$ cat src/rtl/ps2_pkg.sv
// Shared PS/2 definitions: frame geometry, common scan codes, receiver state encoding.
// Also imported by the downstream scan-code decoder.
package ps2_pkg;

   localparam int unsigned PS2_FRAME_BITS = 11;
   localparam logic [7:0]  PS2_BREAK      = 8'hF0;
   localparam logic [7:0]  PS2_EXT        = 8'hE0;

   typedef enum logic [1:0] {
      StIdle,
      StShift,
      StCheck
   } rx_state_e;

   // Odd parity over eight data bits plus the parity bit.
   function automatic logic odd_parity_ok(input logic [8:0] bits);
      return ^bits;
   endfunction

endpackage

$ cat src/rtl/ps2_byte_fifo.sv
// Byte FIFO for received scan codes. Holds the full-with-pop write rule and the
// simultaneous push/pop rule; pointers wrap modulo DEPTH (power of two).
module ps2_byte_fifo
   import ps2_pkg::*;
#(
   parameter int unsigned DEPTH = 8
) (
   input  logic       clk,
   input  logic       clrn,
   input  logic       push,
   input  logic [7:0] wdata,
   input  logic       pop,
   output logic [7:0] rdata,
   output logic       full,
   output logic       empty
);

   localparam int unsigned AW = $clog2(DEPTH);
   localparam logic [AW:0] CNT_FULL = (AW + 1)'(DEPTH);

   logic [7:0]    mem [DEPTH];
   logic [AW-1:0] rd_ptr;
   logic [AW-1:0] wr_ptr;
   logic [AW:0]   count;
   logic          pop_ok;
   logic          push_ok;

   // A pop frees the slot the same cycle, so a full FIFO still accepts a push then.
   always_comb begin
      empty   = (count == '0);
      full    = (count == CNT_FULL);
      pop_ok  = pop & ~empty;
      push_ok = push & (~full | pop_ok);
      rdata   = mem[rd_ptr];
   end

   // Storage, pointers and occupancy count.
   always_ff @(posedge clk or negedge clrn) begin
      if (!clrn) begin
         rd_ptr <= '0;
         wr_ptr <= '0;
         count  <= '0;
         for (int i = 0; i < int'(DEPTH); i++) begin
            mem[i] <= 8'h00;
         end
      end else begin
         if (push_ok) begin
            mem[wr_ptr] <= wdata;
            wr_ptr      <= wr_ptr + 1'b1;
         end
         if (pop_ok) begin
            rd_ptr <= rd_ptr + 1'b1;
         end
         case ({push_ok, pop_ok})
            2'b10:   count <= count + 1'b1;
            2'b01:   count <= count - 1'b1;
            default: count <= count;
         endcase
      end
   end

endmodule

$ cat src/rtl/ps2_rx_fifo.sv
// PS/2 device-to-host receiver with scan-code FIFO.
// Optional macro PS2_PARITY_CHECK_EN: when defined, frames with bad odd parity are rejected.
module ps2_rx_fifo
   import ps2_pkg::*;
#(
   parameter int unsigned DEPTH       = 8,
   parameter int unsigned SYNC_STAGES = 3,
   parameter int unsigned TIMEOUT_CYC = 100000
) (
   input  logic       clk,
   input  logic       clrn,
   input  logic       ps2_clk,
   input  logic       ps2_data,
   input  logic       nextdata_n,
   output logic [7:0] data,
   output logic       ready,
   output logic       overflow,
   output logic       frame_err
);

   localparam int unsigned TW       = $clog2(TIMEOUT_CYC + 1);
   localparam logic [TW-1:0] TMO_LAST = TW'(TIMEOUT_CYC - 1);
   // Bits after the start bit: 8 data, parity, stop.
   localparam logic [3:0] BIT_LAST = 4'(PS2_FRAME_BITS - 2);

   logic [SYNC_STAGES-1:0] clk_sync;
   logic [SYNC_STAGES-1:0] dat_sync;
   logic                   clk_prev;
   logic                   clk_s;
   logic                   dat_s;
   logic                   fall;

   rx_state_e state, state_d;
   logic [3:0]    bitcnt, bitcnt_d;
   logic [9:0]    shreg, shreg_d;
   logic [TW-1:0] tmo, tmo_d;
   logic          frame_ok;
   logic          push;
   logic          pop_req;
   logic          fifo_full;
   logic          fifo_empty;
   logic          overflow_q;

   // Synchronisers idle high so reset never looks like a falling edge.
   always_ff @(posedge clk or negedge clrn) begin
      if (!clrn) begin
         clk_sync <= '1;
         dat_sync <= '1;
         clk_prev <= 1'b1;
      end else begin
         clk_sync <= {clk_sync[SYNC_STAGES-2:0], ps2_clk};
         dat_sync <= {dat_sync[SYNC_STAGES-2:0], ps2_data};
         clk_prev <= clk_sync[SYNC_STAGES-1];
      end
   end

   assign clk_s = clk_sync[SYNC_STAGES-1];
   assign dat_s = dat_sync[SYNC_STAGES-1];
   assign fall  = clk_prev & ~clk_s;

   // After the full frame: shreg[7:0] data, shreg[8] parity, shreg[9] stop.
   always_comb begin
`ifdef PS2_PARITY_CHECK_EN
      frame_ok = shreg[9] & odd_parity_ok(shreg[8:0]);
`else
      frame_ok = shreg[9];
`endif
   end

   // Receive FSM next state, bit shifting, timeout and frame verdict.
   always_comb begin
      state_d   = state;
      bitcnt_d  = bitcnt;
      shreg_d   = shreg;
      tmo_d     = tmo;
      push      = 1'b0;
      frame_err = 1'b0;
      unique case (state)
         StIdle: begin
            if (fall && !dat_s) begin
               state_d  = StShift;
               bitcnt_d = '0;
               tmo_d    = '0;
            end
         end
         StShift: begin
            if (fall) begin
               shreg_d = {dat_s, shreg[9:1]};
               tmo_d   = '0;
               if (bitcnt == BIT_LAST) begin
                  state_d = StCheck;
               end else begin
                  bitcnt_d = bitcnt + 1'b1;
               end
            end else if (tmo == TMO_LAST) begin
               state_d   = StIdle;
               frame_err = 1'b1;
            end else begin
               tmo_d = tmo + 1'b1;
            end
         end
         StCheck: begin
            state_d = StIdle;
            if (frame_ok) begin
               push = 1'b1;
            end else begin
               frame_err = 1'b1;
            end
         end
         default: state_d = StIdle;
      endcase
   end

   // Receive FSM registers.
   always_ff @(posedge clk or negedge clrn) begin
      if (!clrn) begin
         state  <= StIdle;
         bitcnt <= '0;
         shreg  <= '0;
         tmo    <= '0;
      end else begin
         state  <= state_d;
         bitcnt <= bitcnt_d;
         shreg  <= shreg_d;
         tmo    <= tmo_d;
      end
   end

   assign ready   = ~fifo_empty;
   assign pop_req = ready & ~nextdata_n;

   // Sticky drop flag: a good frame arrived with no room and no pop to make room.
   always_ff @(posedge clk or negedge clrn) begin
      if (!clrn) begin
         overflow_q <= 1'b0;
      end else if (push && fifo_full && !pop_req) begin
         overflow_q <= 1'b1;
      end
   end

   assign overflow = overflow_q;

   ps2_byte_fifo #(
      .DEPTH (DEPTH)
   ) u_fifo (
      .clk   (clk),
      .clrn  (clrn),
      .push  (push),
      .wdata (shreg[7:0]),
      .pop   (pop_req),
      .rdata (data),
      .full  (fifo_full),
      .empty (fifo_empty)
   );

endmodule

$ cat config.mk
export PLATFORM = sky130hd
export DESIGN_NAME = ps2_rx_fifo
export DESIGN_NICKNAME = d
export VERILOG_FILES = /design/src/rtl/ps2_pkg.sv /design/src/rtl/ps2_byte_fifo.sv /design/src/rtl/ps2_rx_fifo.sv
export SDC_FILE = /design/constraint.sdc
export NUM_CORES = 1
export LEC_CHECK = 0
export CAP_MARGIN = 0
export CORE_MARGIN = 8
export CORE_UTILIZATION = 62
export DETAILED_ROUTE_END_ITERATION = 6
export PLACE_DENSITY_LB_ADDON = 0.05
export SETUP_SLACK_MARGIN = 0.1
export SLEW_MARGIN = 20
export SYNTH_ARGS = -nofsm -noshare
export SYNTH_HDL_FRONTEND = slang
export SYNTH_HIERARCHICAL = 1
export SYNTH_SLANG_ARGS = --single-unit
$ cat constraint.sdc
create_clock -name clk -period 4.4 [get_ports clk]
set_input_delay 0.88 -clock clk [delete_from_list [all_inputs] [get_ports clk]]
set_output_delay 0.88 -clock clk [all_outputs]
set_load 0.1 [all_outputs]
* After elaboration in Yosys (flattened, before gate mapping) *
Index checks and enable logic that the tools add are counted.

storage, ports and cells
  bits in registers = 115
  word-level logic and storage cells = 92
  input port bits = 5
  output and inout bits = 11

operators by class
  bitwise gates (word level) = 11
  reduce and logical (&&, ||, !) cells = 14
  $add $sub $neg = 6
  equality and inequality tests = 13
  mux-type cells = 26
  magnitude comparators = 3

operators with widths
  kind                     count
  $bwmux W64               1
  $mux W17                 3
  $pmux W17 S2             1
  $bmux W8 S3              1
  $demux W8 S3             1
  $mux W8                  3
  $add A17 B1 Y17 const B  1
  $eq A17 B17 Y1 const B   1
  $pmux W4 S2              2
  $mux W4                  3
  $ne A3 B3 Y1 const B     3
  $add A4 B1 Y4 const B    2
  $eq A4 B4 Y1 const B     2
  $ge A4 B4 Y1 const B     2
  $mux W2                  4
  $not A3 Y4               2
  $add A3 B1 Y3 const B    2
  $ne A2 B2 Y1 const B     3
  $reduce_and A3 Y1        2
  $mux W1                  5
  $and A1 B1 Y1            4
  $eq A2 B1 Y1 const B     2
  $eq A2 B2 Y1 const B     2
  $logic_and A1 B1 Y1      4
  12 further kinds         17

* Longest topological paths before layout *
  depth after elaboration = 8
  depth in mapped cells = 10
  depth with buffers taken out = 9

* Hierarchy *
Netlist, hierarchy kept.

modules (own cells, without submodules)
  module         times used  seq. area each (sq um)  area an instance (sq um)  cells an instance
  ps2_byte_fifo  1           1,851.8                 3,617.2                   228
  ps2_rx_fifo    1           1,034.7                 2,104.5                   200

* Least setup slack after synthesis *
Ideal clock, no wire load.

  path kind = input port to flip-flop
  start = input nextdata_n
  end = register u_fifo.count[3]
  slack = 1.135 ns
  setup time = 0.134 ns
  arrival = 3.131 ns
  buffers on the path = 1
  cell stages on the path = 9
  required time = 4.266 ns
  cell sequence = nor2_1 > buf_2 > o41ai_1 > inv_1 > ha_1 > ha_1 > or4b_2 > o311ai_0 > o211ai_1

between the ends
  longest elaborated chain between the ends = 7
  elaborated cells between the ends (all ways) = 9
  classes of those cells = eq/ne: 2; mux: 1; bitwise: 5; reduce/logical: 1

RTL lines
  item                                               line                 RTL
  start: declaration                                 ps2_rx_fifo.sv:14    input logic nextdata_n,
  $not A1 Y1 *                                       ps2_rx_fifo.sv:130   assign pop_req = ready & ~nextdata_n;
  $and A1 B1 Y1 *                                    ps2_rx_fifo.sv:130
  $and A1 B1 Y1 *                                    ps2_byte_fifo.sv:32  pop_ok = pop & ~empty;
  via u_fifo.pop_ok                                  ps2_byte_fifo.sv:25  logic pop_ok;
  $or A1 B1 Y1                                       ps2_byte_fifo.sv:33  push_ok = push & (~full | pop_ok);
  $and A1 B1 Y1                                      ps2_byte_fifo.sv:33
  $eq A2 B1 Y1 or $eq A2 B2 Y1 (tied branches)       ps2_byte_fifo.sv:54  case ({push_ok, pop_ok})
  $pmux W4 S2 or $reduce_bool A2 Y1 (tied branches)  -
  end signal: assignment                             ps2_byte_fifo.sv:55  2'b10: count <= count + 1'b1;
  end signal: assignment                             ps2_byte_fifo.sv:56  2'b01: count <= count - 1'b1;
  end signal: assignment                             ps2_byte_fifo.sv:57  default: count <= count;
  end: declaration                                   ps2_byte_fifo.sv:24  logic [AW:0] count;

Mark *: on every way through the listed nets, which the timed path passes. The rest lies on a longest branch.
A chain may end at the register's enable or synchronous reset.

* Worst setup path in the final report *
  start = register u_fifo.count[0]
  end = output ready

between the ends
  longest elaborated chain between the ends = 2

RTL lines
  item              line                 RTL
  $logic_not A4 Y1  ps2_byte_fifo.sv:30  empty = (count == '0);
  via fifo_empty    ps2_rx_fifo.sv:41    logic fifo_empty;
  $not A1 Y1        ps2_rx_fifo.sv:129   assign ready = ~fifo_empty;
  end: declaration  ps2_rx_fifo.sv:16    output logic ready,

The timed path passes the listed nets, and every way through them passes these cells.

==> flow_summary_export.csv <==
group,metric,value,unit
status,status,"finished clean",
clocking,cts_max_level,4,
synth,ys_seq_area_share,50.45,%
synth,ys_ff_latch,115,
synth,yosys-top-cells-area,"dfrtp_1 47%, mux2_2 17%, mux4_2 6.3%",
clocking,cts.clk_slew.worst_paths,0.06,ns
synth,yosys_warnings,6,
setup_path,end_kind,"output pin",
global_route,antenna_found_initial,0,
clocking,post_cts_resized,0,
synth,synth_edf_count,0,
synth,synth.top_cell.area_share,47.23,%
setup_path,cp_max_fo,7,
clocking,postCtsHoldBufs,0,
global_route,grt_first_pass_wirelength,18.79,mm
timing,fin_crit,3.379,ns
die,placeableCoreArea,9109,um^2
synth,synth_common_cells,"108 x dfrtp_1, 84 x mux2_2, 21 x nand2_1, 18 x a21oi_1, 18 x inv_1",
route,dr.pass1.iters,4,
setup_path,crit_arrival,2.50,ns
power_and_ir_drop,vdd_drop_max,358.0,uV
route,drc,0,
setup_path,worstSetupPathType,"flop to output pin",
setup_path,startpoint_type,"flop",
clocking,clockBufferDepth,2,
clocking,clkSinkCount,115,
hold_path,min-delay-path-class,"flop to flop",
timing,fin_tns_setup,0,ns
synth,syn_area,5722,um^2
timing,rsz0062_at_grt,"false",
route,antenna_left,0,
die,dieArea,12560,um^2
timing,relSlewSlack,34.54,%
timing,finalHoldViolCount,0,
global_route,grt-ovfl-total,0,
flow_run,drv_cap,0,
timing,setup_viol,0,
power_and_ir_drop,p_leak,3.060,nW
timing,final_max_slew_viol_count,0,
power_and_ir_drop,power_density,557.2,nW/um^2
synth,synth_nets,445,
global_route,grt.total_usage,19.03,%
timing,tightestPinTransition,0.9788,ns
global_route,grt_max_degree,79,
clocking,cts_tree,"built",
synth,ys.flop_type,"dfrtp_1",
cells_and_area,final_area,6551,um^2
clocking,postCtsSetupBuffers,0,
clocking,cts_made_buffers,17,
cells_and_area,seqCellArea,2887,um^2
global_route,grt_pass1_vias,3651,
die,num_rows,35,
route,vias_per_cell,6.185,
cells_and_area,diodes,0,
cells_and_area,fillCellCount,597,
timing,finalCritPeriodShare,76.79,%
route,finalWirelength,11.15,mm
placed_design,place.gp.congestion,0.8418,
synth,syn_inst,428,
cells_and_area,drive_above_1_share,37.37,%
power_and_ir_drop,power,3.650,mW
timing,max_freq,296.0,MHz
die,fp.dieH,112.1,um
die,die_w,112.1,um
placed_design,place_hpwl,6.941,mm
route,vias,3550,
synth,synthDistinctLibCells,64,
cells_and_area,area_growth,14.50,%
synth,synth_top_area_cell,"dfrtp_1",
synth,synth.most_common_cell,"dfrtp_1",
cells_and_area,nets,467,
clocking,clkLatencyLatePin,0.51,ns
placed_design,dpl-instance-area,5922,um^2
route,drtIter0Drc,191,
die,boundaryPins,16,
route,wire_per_inst,19.42,um
setup_path,required,3.52,ns
die,start_util,62.82,%
cells_and_area,multi_input_area,2674,um^2
synth,async_flop_share,100.0,%
synth,syn_avg_cell_area,13.37,um^2
placed_design,pre_cts_ws,0.6972,ns
timing,worst_slack,1.021,ns
placed_design,port_buffers,15,
timing,finClkSkew,0.008257,ns
clocking,ctsRootBufferMaster,"clkbuf_8",
==> where the power goes <==
part	leakage, nW	internal (mW)	switching (mW)
Sequential	1.55	1.18	0.217
Combinational	1.21	0.351	0.451
Clock	0.304	0.974	0.481
==> cell families after synthesis <==
kind of cell	after synthesis	share of synthesized area, %
flops	115	50.45
mux	106	23.97
compound gates	68	9.841
simple gates	87	9.206
buf+inv	34	2.864
fa+ha+maj	12	2.755
xor+xnor	6	0.9184
==> critical path: stages, from the launching register on <==
cell	delay [ns]
dfrtp_1	0.46
nor4_1	0.48
inv_1	0.07
clkdlybuf4s50_1	0.97
==> through the flow <==
| stage | std cells | utilization, % | hold WS, ns |
|---|---|---|---|
| after floorplan | 428 | - | 0.3452 |
| after detailed placement | 542 | 65.01 | 0.3468 |
| final | 574 | 71.92 | 0.3552 |
| after global placement | 542 | 65.01 | 0.3458 |
| after CTS | 574 | 71.92 | 0.3557 |
| after global routing | 574 | 71.92 | 0.3571 |
==> cells in the final DEF, fill, tap and decap left out, types with 8 or more instances in the layout <==
cell type and instances:
mux2_2 84, inv_1 18, dfrtp_1 108, mux4_2 16
a21oi_1 18, o21ai_0 8, nand3_1 12, o21ai_1 8
nand2_1 21, clkbuf_16 16, buf_4 14, ha_1 11
==> area by class of cell <==
type,instances,area share [%]
flip-flops and latches,115,44.06
clock buffers,18,6.379
multi-input cells,279,40.81
repair buffers,19,2.368
well taps,111,2.120
clock inverters,14,3.228
inverters,18,1.031
==> flip-flops by register name, summed over array words and instances (netlist names), 2 cells and up <==
register / cells
state: 2
dat_sync: 3
u_fifo/rd_ptr: 3
u_fifo/mem: 64
bitcnt: 4
shreg: 10
u_fifo/count: 4
tmo: 17
u_fifo/wr_ptr: 3
clk_sync: 3
==> layer usage <==
metal,wire (um),vias to the layer above,global-route usage (%)
met2,5777,49,31.54
met5,0,-,0
met3,314,16,4.670
li1,-,1645,-
met1,4910,1840,23.45
met4,146,0,7.914
==> worst paths after layout <==
path	startpoint	end	slack, ns	cells after the start
worst max register to register	u_fifo/count[0]	u_fifo/count[3]	1.09	10
worst max-delay path	u_fifo/count[0]	ready	1.02	3
min in group asynchronous	clrn	u_fifo/mem[29]	0.53	1
max in group asynchronous	clrn	dat_sync[0]	2.97	2
worst min-delay path	dat_sync[1]	dat_sync[2]	0.36	0
worst min register to register	dat_sync[1]	dat_sync[2]	0.36	0
Power figures use the tool's default switching activity.
